File: config.mk
export PLATFORM = sky130hd
export DESIGN_NAME = json_stream_validator_flat
export DESIGN_NICKNAME = d
export VERILOG_FILES = /design/src/rtl/json_pkg.sv /design/src/rtl/json_stream_validator_if.sv /design/src/rtl/json_depth_stack.sv /design/src/rtl/json_stream_validator.sv /design/src/flat_wrapper.sv
export SDC_FILE = /design/constraint.sdc
export NUM_CORES = 1
export LEC_CHECK = 0
export CAP_MARGIN = 40
export CORE_MARGIN = 2
export CORE_UTILIZATION = 40
export CTS_CLUSTER_SIZE = 28
export DETAILED_ROUTE_END_ITERATION = 8
export PLACE_DENSITY = 0.63
export SLEW_MARGIN = 40
export SYNTH_ARGS = -nofsm -noshare
export SYNTH_HDL_FRONTEND = slang
export SYNTH_SLANG_ARGS = --single-unit
File: constraint.sdc
create_clock -name clk -period 3.8 [get_ports clk]
set_input_delay 0.95 -clock clk [delete_from_list [all_inputs] [get_ports clk]]
set_output_delay 0.95 -clock clk [all_outputs]
set_load 0.005 [all_outputs]
File: src/rtl/json_pkg.sv
// Shared types for the streaming JSON validator: status codes, lexer states,
// structural byte constants and small character-class helpers.
package json_pkg;

  typedef enum logic [3:0] {
    PARSE_OK,
    PARSE_NO_VALUE,
    PARSE_INVALID_VALUE,
    PARSE_ROOT_NOT_SINGULAR,
    PARSE_MISS_QUOTATION_MARK,
    PARSE_MISS_KEY,
    PARSE_MISS_COLON,
    PARSE_MISS_COMMA_OR_CURLY_BRACKET,
    PARSE_MISS_COMMA_OR_SQUARE_BRACKET,
    PARSE_DEPTH_EXCEEDED,
    RSV
  } JSONStatus;

  typedef enum logic [4:0] {
    StValue, StLit, StNumSign, StNumZero, StNumInt, StNumFrac0, StNumFrac,
    StNumExp0, StNumExps, StNumExp, StStr, StStrEsc, StStrHex, StObjKey,
    StColon, StAfterVal, StDrain
  } json_lex_state_e;

  typedef enum logic [1:0] {LitTrue, LitFalse, LitNull} lit_sel_e;

  localparam logic [7:0] ChLBrace = 8'h7B;
  localparam logic [7:0] ChRBrace = 8'h7D;
  localparam logic [7:0] ChLBrack = 8'h5B;
  localparam logic [7:0] ChRBrack = 8'h5D;
  localparam logic [7:0] ChComma  = 8'h2C;
  localparam logic [7:0] ChColon  = 8'h3A;
  localparam logic [7:0] ChQuote  = 8'h22;
  localparam logic [7:0] ChBslash = 8'h5C;

  localparam logic [31:0] LitTrueStr  = "true";
  localparam logic [39:0] LitFalseStr = "false";
  localparam logic [31:0] LitNullStr  = "null";

  function automatic logic is_ws(logic [7:0] c);
    return (c == 8'h20) || (c == 8'h09) || (c == 8'h0A) || (c == 8'h0D);
  endfunction

  function automatic logic is_digit(logic [7:0] c);
    return (c >= "0") && (c <= "9");
  endfunction

  function automatic logic is_hex(logic [7:0] c);
    return is_digit(c) || ((c >= "a") && (c <= "f")) || ((c >= "A") && (c <= "F"));
  endfunction

  // Spellings are left-justified in a 40-bit word so index 0 is the top byte.
  function automatic logic [7:0] lit_char(lit_sel_e sel, logic [2:0] idx);
    logic [39:0] word;
    case (sel)
      LitTrue:  word = {LitTrueStr, 8'h00};
      LitFalse: word = LitFalseStr;
      default:  word = {LitNullStr, 8'h00};
    endcase
    return word[8'd39 - {2'b00, idx, 3'b000} -: 8];
  endfunction

  function automatic logic [2:0] lit_len(lit_sel_e sel);
    return (sel == LitFalse) ? 3'd5 : 3'd4;
  endfunction

endpackage

File: src/rtl/json_stream_validator_if.sv
// Byte-stream input and registered verdict output of the JSON validator.
interface json_stream_validator_if #(
  parameter int unsigned MAX_DEPTH = 8,
  parameter int unsigned POS_W     = 16
);
  import json_pkg::*;

  localparam int unsigned DepthW = $clog2(MAX_DEPTH + 1);

  logic              s_valid;
  logic              s_ready;
  logic [7:0]        s_data;
  logic              s_last;
  logic              res_valid;
  JSONStatus         res_status;
  logic [POS_W-1:0]  res_pos;
  logic [DepthW-1:0] depth;

  modport master (
    output s_valid, s_data, s_last,
    input  s_ready, res_valid, res_status, res_pos, depth
  );

  modport slave (
    input  s_valid, s_data, s_last,
    output s_ready, res_valid, res_status, res_pos, depth
  );

endinterface

File: src/rtl/json_depth_stack.sv
// One-bit-per-level nesting LIFO (0 = object, 1 = array); a push onto a full
// stack raises overflow_o and leaves the contents untouched.
module json_depth_stack #(
  parameter int unsigned MAX_DEPTH = 8
) (
  input  logic                           clk,
  input  logic                           rst_n,
  input  logic                           clr_i,
  input  logic                           push_i,
  input  logic                           pop_i,
  input  logic                           push_val_i,
  output logic                           top_o,
  output logic                           below_o,
  output logic                           overflow_o,
  output logic [$clog2(MAX_DEPTH+1)-1:0] count_o
);
  localparam int unsigned CntW = $clog2(MAX_DEPTH + 1);
  localparam int unsigned IdxW = (MAX_DEPTH > 1) ? $clog2(MAX_DEPTH) : 1;

  logic [MAX_DEPTH-1:0] mem_q, mem_d;
  logic [CntW-1:0]      cnt_q, cnt_d;
  logic                 full;

  assign full       = (cnt_q == CntW'(MAX_DEPTH));
  assign overflow_o = push_i && full;
  assign count_o    = cnt_q;
  assign top_o      = (cnt_q != '0) ? mem_q[IdxW'(cnt_q - CntW'(1))] : 1'b0;
  assign below_o    = (cnt_q > CntW'(1)) ? mem_q[IdxW'(cnt_q - CntW'(2))] : 1'b0;

  always_comb begin
    mem_d = mem_q;
    cnt_d = cnt_q;
    if (push_i && !full) begin
      mem_d[IdxW'(cnt_q)] = push_val_i;
      cnt_d = cnt_q + CntW'(1);
    end else if (pop_i && (cnt_q != '0)) begin
      cnt_d = cnt_q - CntW'(1);
    end
  end

  always_ff @(posedge clk or negedge rst_n) begin
    if (!rst_n) begin
      mem_q <= '0;
      cnt_q <= '0;
    end else if (clr_i) begin
      cnt_q <= '0;
    end else begin
      mem_q <= mem_d;
      cnt_q <= cnt_d;
    end
  end

endmodule

File: src/rtl/json_stream_validator.sv
// Streaming JSON syntax checker: one byte per cycle, one registered verdict per
// document, never stalls. Number/literal terminators are re-lexed in AFTER_VAL.
module json_stream_validator
  import json_pkg::*;
#(
  parameter int unsigned MAX_DEPTH = 8,
  parameter int unsigned POS_W     = 16
) (
  input logic                     clk,
  input logic                     rst_n,
  json_stream_validator_if.slave  bus
);
  localparam int unsigned DepthW = $clog2(MAX_DEPTH + 1);

  json_lex_state_e  state_q, state_d, end_st;
  lit_sel_e         lit_sel_q, lit_sel_d;
  logic [2:0]       lit_idx_q, lit_idx_d;
  logic [1:0]       hex_cnt_q, hex_cnt_d;
  logic             is_key_q, is_key_d, empty_ok_q, empty_ok_d;
  logic [POS_W-1:0] pos_q, pos_d, pos_inc, res_pos_q, res_pos_d;
  logic             res_valid_q, res_valid_d;
  JSONStatus        res_status_q, res_status_d, err_code, end_code;

  logic              accept, reeval, err, push, push_val, pop, clr;
  logic              stk_top, stk_below, overflow, top_next;
  logic [DepthW-1:0] cnt, cnt_next;
  logic [7:0]        c;

  assign c        = bus.s_data;
  assign accept   = bus.s_valid && rst_n;
  assign push     = accept && (state_q == StValue) && ((c == ChLBrace) || (c == ChLBrack));
  assign push_val = (c == ChLBrack);
  assign pos_inc  = (&pos_q) ? pos_q : pos_q + POS_W'(1);

  json_depth_stack #(.MAX_DEPTH(MAX_DEPTH)) u_stack (
    .clk        (clk),
    .rst_n      (rst_n),
    .clr_i      (clr),
    .push_i     (push),
    .pop_i      (pop),
    .push_val_i (push_val),
    .top_o      (stk_top),
    .below_o    (stk_below),
    .overflow_o (overflow),
    .count_o    (cnt)
  );

  always_ff @(posedge clk or negedge rst_n) begin
    if (!rst_n) begin
      state_q      <= StValue;
      lit_sel_q    <= LitTrue;
      lit_idx_q    <= '0;
      hex_cnt_q    <= '0;
      is_key_q     <= 1'b0;
      empty_ok_q   <= 1'b0;
      pos_q        <= '0;
      res_valid_q  <= 1'b0;
      res_status_q <= PARSE_OK;
      res_pos_q    <= '0;
    end else begin
      state_q      <= state_d;
      lit_sel_q    <= lit_sel_d;
      lit_idx_q    <= lit_idx_d;
      hex_cnt_q    <= hex_cnt_d;
      is_key_q     <= is_key_d;
      empty_ok_q   <= empty_ok_d;
      pos_q        <= pos_d;
      res_valid_q  <= res_valid_d;
      res_status_q <= res_status_d;
      res_pos_q    <= res_pos_d;
    end
  end

  always_comb begin
    state_d    = state_q;
    lit_sel_d  = lit_sel_q;
    lit_idx_d  = lit_idx_q;
    hex_cnt_d  = hex_cnt_q;
    is_key_d   = is_key_q;
    empty_ok_d = empty_ok_q;
    pop        = 1'b0;
    err        = 1'b0;
    err_code   = PARSE_OK;
    reeval     = 1'b0;
    if (accept) begin
      case (state_q)
        StValue: begin
          empty_ok_d = 1'b0;
          if (is_ws(c)) begin
            empty_ok_d = empty_ok_q;
          end else if (push) begin
            if (overflow) begin
              err      = 1'b1;
              err_code = PARSE_DEPTH_EXCEEDED;
            end else begin
              state_d    = push_val ? StValue : StObjKey;
              empty_ok_d = 1'b1;
            end
          end else if ((c == ChRBrack) && empty_ok_q) begin
            pop     = 1'b1;
            state_d = StAfterVal;
          end else if (c == ChQuote) begin
            state_d  = StStr;
            is_key_d = 1'b0;
          end else if (c == "-") state_d = StNumSign;
          else if (c == "0") state_d = StNumZero;
          else if (is_digit(c)) state_d = StNumInt;
          else if ((c == "t") || (c == "f") || (c == "n")) begin
            state_d   = StLit;
            lit_idx_d = 3'd1;
            lit_sel_d = (c == "t") ? LitTrue : ((c == "f") ? LitFalse : LitNull);
          end else begin
            err      = 1'b1;
            err_code = PARSE_INVALID_VALUE;
          end
        end
        StLit: begin
          if (c == lit_char(lit_sel_q, lit_idx_q)) begin
            lit_idx_d = lit_idx_q + 3'd1;
            if (lit_idx_q + 3'd1 == lit_len(lit_sel_q)) state_d = StAfterVal;
          end else begin
            err      = 1'b1;
            err_code = PARSE_INVALID_VALUE;
          end
        end
        StNumSign, StNumFrac0, StNumExp0, StNumExps: begin
          if ((state_q == StNumSign) && (c == "0")) state_d = StNumZero;
          else if ((state_q == StNumSign) && is_digit(c)) state_d = StNumInt;
          else if ((state_q == StNumFrac0) && is_digit(c)) state_d = StNumFrac;
          else if ((state_q == StNumExp0) && ((c == "+") || (c == "-"))) state_d = StNumExps;
          else if ((state_q != StNumSign) && (state_q != StNumFrac0) && is_digit(c)) begin
            state_d = StNumExp;
          end else begin
            err      = 1'b1;
            err_code = PARSE_INVALID_VALUE;
          end
        end
        StNumZero, StNumInt, StNumFrac, StNumExp: begin
          if (is_digit(c) && (state_q != StNumZero)) state_d = state_q;
          else if ((c == ".") && ((state_q == StNumZero) || (state_q == StNumInt))) begin
            state_d = StNumFrac0;
          end else if (((c == "e") || (c == "E")) && (state_q != StNumExp)) state_d = StNumExp0;
          else reeval = 1'b1;
        end
        StStr: begin
          if (c == ChQuote) state_d = is_key_q ? StColon : StAfterVal;
          else if (c == ChBslash) state_d = StStrEsc;
          else if (c < 8'h20) begin
            err      = 1'b1;
            err_code = PARSE_INVALID_VALUE;
          end
        end
        StStrEsc: begin
          if ((c == ChQuote) || (c == ChBslash) || (c == "/") || (c == "b") || (c == "f") ||
              (c == "n") || (c == "r") || (c == "t")) begin
            state_d = StStr;
          end else if (c == "u") begin
            state_d   = StStrHex;
            hex_cnt_d = 2'd0;
          end else begin
            err      = 1'b1;
            err_code = PARSE_INVALID_VALUE;
          end
        end
        StStrHex: begin
          if (is_hex(c)) begin
            hex_cnt_d = hex_cnt_q + 2'd1;
            if (hex_cnt_q == 2'd3) state_d = StStr;
          end else begin
            err      = 1'b1;
            err_code = PARSE_INVALID_VALUE;
          end
        end
        StObjKey: begin
          if (is_ws(c)) state_d = StObjKey;
          else if (c == ChQuote) begin
            state_d  = StStr;
            is_key_d = 1'b1;
          end else if ((c == ChRBrace) && empty_ok_q) begin
            pop     = 1'b1;
            state_d = StAfterVal;
          end else begin
            err      = 1'b1;
            err_code = PARSE_MISS_KEY;
          end
        end
        StColon: begin
          if (c == ChColon) begin
            state_d    = StValue;
            empty_ok_d = 1'b0;
          end else if (!is_ws(c)) begin
            err      = 1'b1;
            err_code = PARSE_MISS_COLON;
          end
        end
        default: ;
      endcase

      if ((state_q == StAfterVal) || reeval) begin
        state_d = StAfterVal;
        if (is_ws(c)) state_d = StAfterVal;
        else if (cnt == '0) begin
          err      = 1'b1;
          err_code = PARSE_ROOT_NOT_SINGULAR;
        end else if (c == ChComma) begin
          state_d    = stk_top ? StValue : StObjKey;
          empty_ok_d = 1'b0;
        end else if (((c == ChRBrace) && !stk_top) || ((c == ChRBrack) && stk_top)) begin
          pop = 1'b1;
        end else begin
          err      = 1'b1;
          err_code = stk_top ? PARSE_MISS_COMMA_OR_SQUARE_BRACKET
                             : PARSE_MISS_COMMA_OR_CURLY_BRACKET;
        end
      end
    end

    // Stack view after this byte, for the end-of-document verdict.
    if (push && !overflow) begin
      cnt_next = cnt + DepthW'(1);
      top_next = push_val;
    end else if (pop) begin
      cnt_next = cnt - DepthW'(1);
      top_next = stk_below;
    end else begin
      cnt_next = cnt;
      top_next = stk_top;
    end

    end_st = state_d;
    case (end_st)
      StValue:                     end_code = (cnt_next == '0) ? PARSE_NO_VALUE
                                                               : PARSE_INVALID_VALUE;
      StStr, StStrEsc, StStrHex:   end_code = PARSE_MISS_QUOTATION_MARK;
      StObjKey:                    end_code = PARSE_MISS_KEY;
      StColon:                     end_code = PARSE_MISS_COLON;
      StAfterVal, StNumZero, StNumInt, StNumFrac, StNumExp: begin
        if (cnt_next == '0) end_code = PARSE_OK;
        else end_code = top_next ? PARSE_MISS_COMMA_OR_SQUARE_BRACKET
                                 : PARSE_MISS_COMMA_OR_CURLY_BRACKET;
      end
      default:                     end_code = PARSE_INVALID_VALUE;
    endcase

    res_valid_d  = 1'b0;
    res_status_d = res_status_q;
    res_pos_d    = res_pos_q;
    pos_d        = pos_q;
    clr          = 1'b0;
    if (accept) begin
      pos_d = pos_inc;
      if (state_q == StDrain) begin
        if (bus.s_last) begin
          state_d = StValue;
          pos_d   = '0;
          clr     = 1'b1;
        end
      end else if (err) begin
        res_valid_d  = 1'b1;
        res_status_d = err_code;
        res_pos_d    = pos_q;
        clr          = 1'b1;
        state_d      = bus.s_last ? StValue : StDrain;
        if (bus.s_last) pos_d = '0;
      end else if (bus.s_last) begin
        res_valid_d  = 1'b1;
        res_status_d = end_code;
        res_pos_d    = pos_inc;
        clr          = 1'b1;
        state_d      = StValue;
        pos_d        = '0;
      end
    end
  end

  always_comb begin
    bus.s_ready    = rst_n;
    bus.res_valid  = res_valid_q;
    bus.res_status = res_status_q;
    bus.res_pos    = res_pos_q;
    bus.depth      = cnt;
  end

endmodule

File: src/flat_wrapper.sv
// flat-port wrapper written by rule: the top's interface ports become plain ports
module json_stream_validator_flat import json_pkg::*;
#(
  parameter int unsigned MAX_DEPTH = 8,
  parameter int unsigned POS_W     = 16
)
  (clk, rst_n, bus_s_valid, bus_s_data, bus_s_last, bus_s_ready, bus_res_valid, bus_res_status, bus_res_pos, bus_depth);
  json_stream_validator_if #(.MAX_DEPTH(MAX_DEPTH), .POS_W(POS_W)) bus_i ();
  input logic clk;
  input logic rst_n;
  input wire logic [$bits(bus_i.s_valid)-1:0] bus_s_valid;
  input wire logic [$bits(bus_i.s_data)-1:0] bus_s_data;
  input wire logic [$bits(bus_i.s_last)-1:0] bus_s_last;
  output wire logic [$bits(bus_i.s_ready)-1:0] bus_s_ready;
  output wire logic [$bits(bus_i.res_valid)-1:0] bus_res_valid;
  output wire logic [$bits(bus_i.res_status)-1:0] bus_res_status;
  output wire logic [$bits(bus_i.res_pos)-1:0] bus_res_pos;
  output wire logic [$bits(bus_i.depth)-1:0] bus_depth;
  assign bus_i.s_valid = bus_s_valid;
  assign bus_i.s_data = bus_s_data;
  assign bus_i.s_last = bus_s_last;
  assign bus_s_ready = bus_i.s_ready;
  assign bus_res_valid = bus_i.res_valid;
  assign bus_res_status = bus_i.res_status;
  assign bus_res_pos = bus_i.res_pos;
  assign bus_depth = bus_i.depth;
  json_stream_validator #(.MAX_DEPTH(MAX_DEPTH), .POS_W(POS_W)) u_core (.clk(clk), .rst_n(rst_n), .bus(bus_i));
endmodule
==> run_results.csv <==
group,metric,value,unit
timing,hold_viol,0,
synth,synth_warnings,0,
route,wl_per_cell,19.0,um
pwr,max-vdd-ir-drop,0.348,mV
finish,nNetsFinal,951,
clock_tree,cts-root-buf,"clkbuf_16",
timing,fin_skew,0.0114,ns
synth,syn_area,5880,um^2
floorplanning,placementRows,44,
route,firstDrtPassIters,7,
floorplanning,die_w,125,um
route,antenna_left,0,
global_routing,grt_max_degree,57,
synth,synth.area.top_cells,"dfrtp_1 (27%), nand2_1 (6.0%), a21oi_1 (4.8%)",
timing,drv_slew,0,
synth,synth_compound_area_share,25.7,%
synth,synthDistinctLibCells,80,
critical_path,path_class,"primary input to flip-flop",
synth,synth_most_common_cell,"nand2_1",
timing,period_needed,3.81,ns
critical_path,required,4.06,ns
critical_path,worstRegToRegCells,16,
critical_path,cp-end-kind,"flip-flop",
synth,ys_seq_area_share,26.8,%
pwr,p_leak,3.53,nW
critical_path,cp-startpoint,"bus_s_data[7]",
clock_tree,clock_latency,0.35,ns
hold_path,worstHoldPathType,"primary input to asynchronous set/reset pin",
run,cap_violations,0,
synth,synth_top_family_by_area,"simple AND/OR/NAND/NOR gates",
synth,syn_nets,785,
synth,synth-xor-area-share,2.68,%
timing,setup_slack,-0.00667,ns
synth,synthMuxAreaShare,4.28,%
clock_tree,clk_pin_slew,0.06,ns
global_routing,antenna_found_initial,0,
timing,max_freq,263,MHz
finish,multi_input_area,4300,um^2
clock_tree,h-tree-depth,3,
synth,syn_inst,761,
clock_tree,cts_buffer_depth,2,
critical_path,reg2reg_from,"u_core.lit_idx_q[1]$_DFFE_PN0P_",
critical_path,cp-start-kind,"primary input",
timing,worst_slew_pin_slew,0.753,ns
timing,tns,-0.00667,ns
placed_design,io_buffers,37,
floorplanning,initial_core_util,40.8,%
route,num_vias,6676,
finish,antennaDiodeCount,0,
global_routing,grt_pass1_vias,6512,
finish,seq_area,1580,um^2
critical_path,cp.arrival,4.07,ns
synth,synthAdderAreaFrac,2.55,%
synth,ys_seq_elements,63,
finish,fillers,1335,
critical_path,worstSetupEndpoint,"u_core.bus.res_status[1]$_DFFE_PN0P_",
pwr,p_per_area,497,nW/um^2
floorplanning,die_area,15700,um^2
critical_path,reg2reg_to,"u_core.bus.res_status[1]$_DFFE_PN0P_",
finish,area_delta_synth_final,40.2,%
clock_tree,cts_tree,"yes",
clock_tree,cts.sinks,63,
route,vias_per_cell,5.99,
global_routing,grt_pass1_wl,33800,um
synth,async_flop_share,100,%
floorplanning,fp.coreArea,14400,um^2
synth,ys_top_cells_by_count,"nand2_1 (94), dfrtp_1 (63), a21oi_1 (56)",
timing,grt_setup_unrepaired,"true",
timing,hold_slack,0.426,ns
timing,period_share,100,%
placed_design,gp_congestion,0.978,
route,drt_wl_total,21200,um
finish,drive_above_1_share,31.5,%
floorplanning,fp.dieH,125,um
status,status,"complete, but fails checks",
timing,setup_violations,1,
synth,synth_top_cell_by_area,"dfrtp_1",
floorplanning,ios,38,
synth,synth.avg_cell_area,7.73,um^2
global_routing,grt_overflow,0,
synth,synthSimpleGateAreaFrac,32.0,%
synth,synth_edf_count,0,
critical_path,r2r_setup_slack,0.01,ns
route,drt_iter0_drc,471,
status,violations,"negative setup slack",
global_routing,grt_usage,26.5,%
critical_path,cp_max_fo,5,
synth,synthFlopType,"dfrtp_1",
synth,synth_top_area_share,26.8,%
placed_design,hpwl,15400,um
clock_tree,cts_buffers,9,
route,drcViolationCount,0,
timing,slew_headroom,49.8,%
## critical path: stages
cell	delay, ns
buf_2	0.12
buf_4	0.14
or3b_4	0.40
a311oi_2	0.21
nand4b_1	0.22
and2_4	0.19
o221ai_1	0.11
or4_4	0.53
o21ai_4	0.22
mux2i_1	0.27
a2bb2oi_2	0.10
or3b_4	0.43
a31oi_2	0.17
## layout make-up
type,instances,share of cell area (%)
multi-input combinational,613,52.2
timing repair buffer,218,21.3
inverter,22,1.00
clock inverter,3,0.516
sequential,63,19.1
tap,184,2.79
clock buffer,12,3.11
## timing repair
action,in CTS,in global routing
gates resized for setup,56,47
buffers inserted,12,16
pin swaps,31,19
endpoints found under the hold margin,0,0
hold buffers,0,0
cloned,0,2
endpoints found under the setup margin,25,27
## state kept, by name, summed over array words and instances (netlist names), 2 cells and up
signal	flops
u_core.bus.res_status	4
u_core.u_stack.mem_q	8
u_core.hex_cnt_q	2
u_core.lit_sel_q	2
u_core.bus.res_pos	16
u_core.lit_idx_q	3
u_core.state_q	5
u_core.pos_q	16
u_core.u_stack.count_o	4
## layer usage
| metal | GRT usage, % | up-vias | part of all wire (%) |
|---|---|---|---|
| li1 | - | 3167 | - |
| met1 | 34.4 | 3233 | 43 |
| met2 | 45.1 | 219 | 49 |
| met3 | 3.34 | 57 | 4.7 |
| met4 | 10.0 | 0 | 3.4 |
| met5 | 0 | - | 0 |
## cell families (layout without fill, tap and decap cells)
| logic type | Yosys count | after routing |
|---|---|---|
| adders and majority gates | 12 | 12 |
| AOI/OAI and AO/OA | 224 | 224 |
| DFF | 63 | 63 |
| and+or+nand+nor | 340 | 340 |
| buffers and inverters | 85 | 255 |
| muxes | 19 | 19 |
| xor gates and xnor gates | 18 | 18 |
## layout by cell type, fill, tap and decap left out, drive strengths merged, types with 5 or more instances in the layout
master,instances
o211ai,8
nand3b,5
clkbuf,15
inv,22
a221oi,6
buf,187
o21a,6
nor4bb,10
nand3,30
mux2i,6
nand2b,10
nor2b,17
and2,16
or3,8
a31oi,12
nor4,9
o21ai,51
nor2,51
nand2,94
nor3b,9
xor2,9
a211oi,7
clkdlybuf4s50,27
nor3,21
o22ai,12
o31ai,17
and3,15
a21oi,56
mux2,9
dfrtp,63
nand4,12
ha,12
xnor2,9
## worst min path at each step
| stage | end | slack [ns] | cells past startpoint |
|---|---|---|---|
| after detailed placement | u_core.is_key_q$_DFFE_PN0P_ | 0.50 | 2 |
| after global placement | u_core.is_key_q$_DFFE_PN0P_ | 0.49 | 2 |
| after global routing | u_core.empty_ok_q$_DFFE_PN0P_ | 0.43 | 1 |
| after CTS | u_core.empty_ok_q$_DFFE_PN0P_ | 0.42 | 1 |
| after floorplan | u_core.is_key_q$_DFFE_PN0P_ | 0.47 | 2 |
| final | u_core.empty_ok_q$_DFFE_PN0P_ | 0.43 | 1 |
## power by group
part | internal [mW] | total [mW] | leakage [nW] | switching, mW
Sequential | 0.808 | 0.885 | 0.818 | 0.0772
Combinational | 1.15 | 2.34 | 2.56 | 1.19
Clock | 0.539 | 0.872 | 0.145 | 0.333
## metrics by stage
step	std cells	setup slack, ns	instance area, um^2	utilization (%)	power, mW
floorplan	761	0.00227	5940	-	2.01
detailed placement	1070	-0.877	7400	51.3	2.93
global placement	1070	-0.851	7400	51.3	2.91
finish	1115	-0.00667	8250	57.2	4.10
CTS	1097	-0.0864	7940	55.1	3.93
global route	1115	-0.190	8250	57.2	4.32
(Power assumes the default switching activity.)
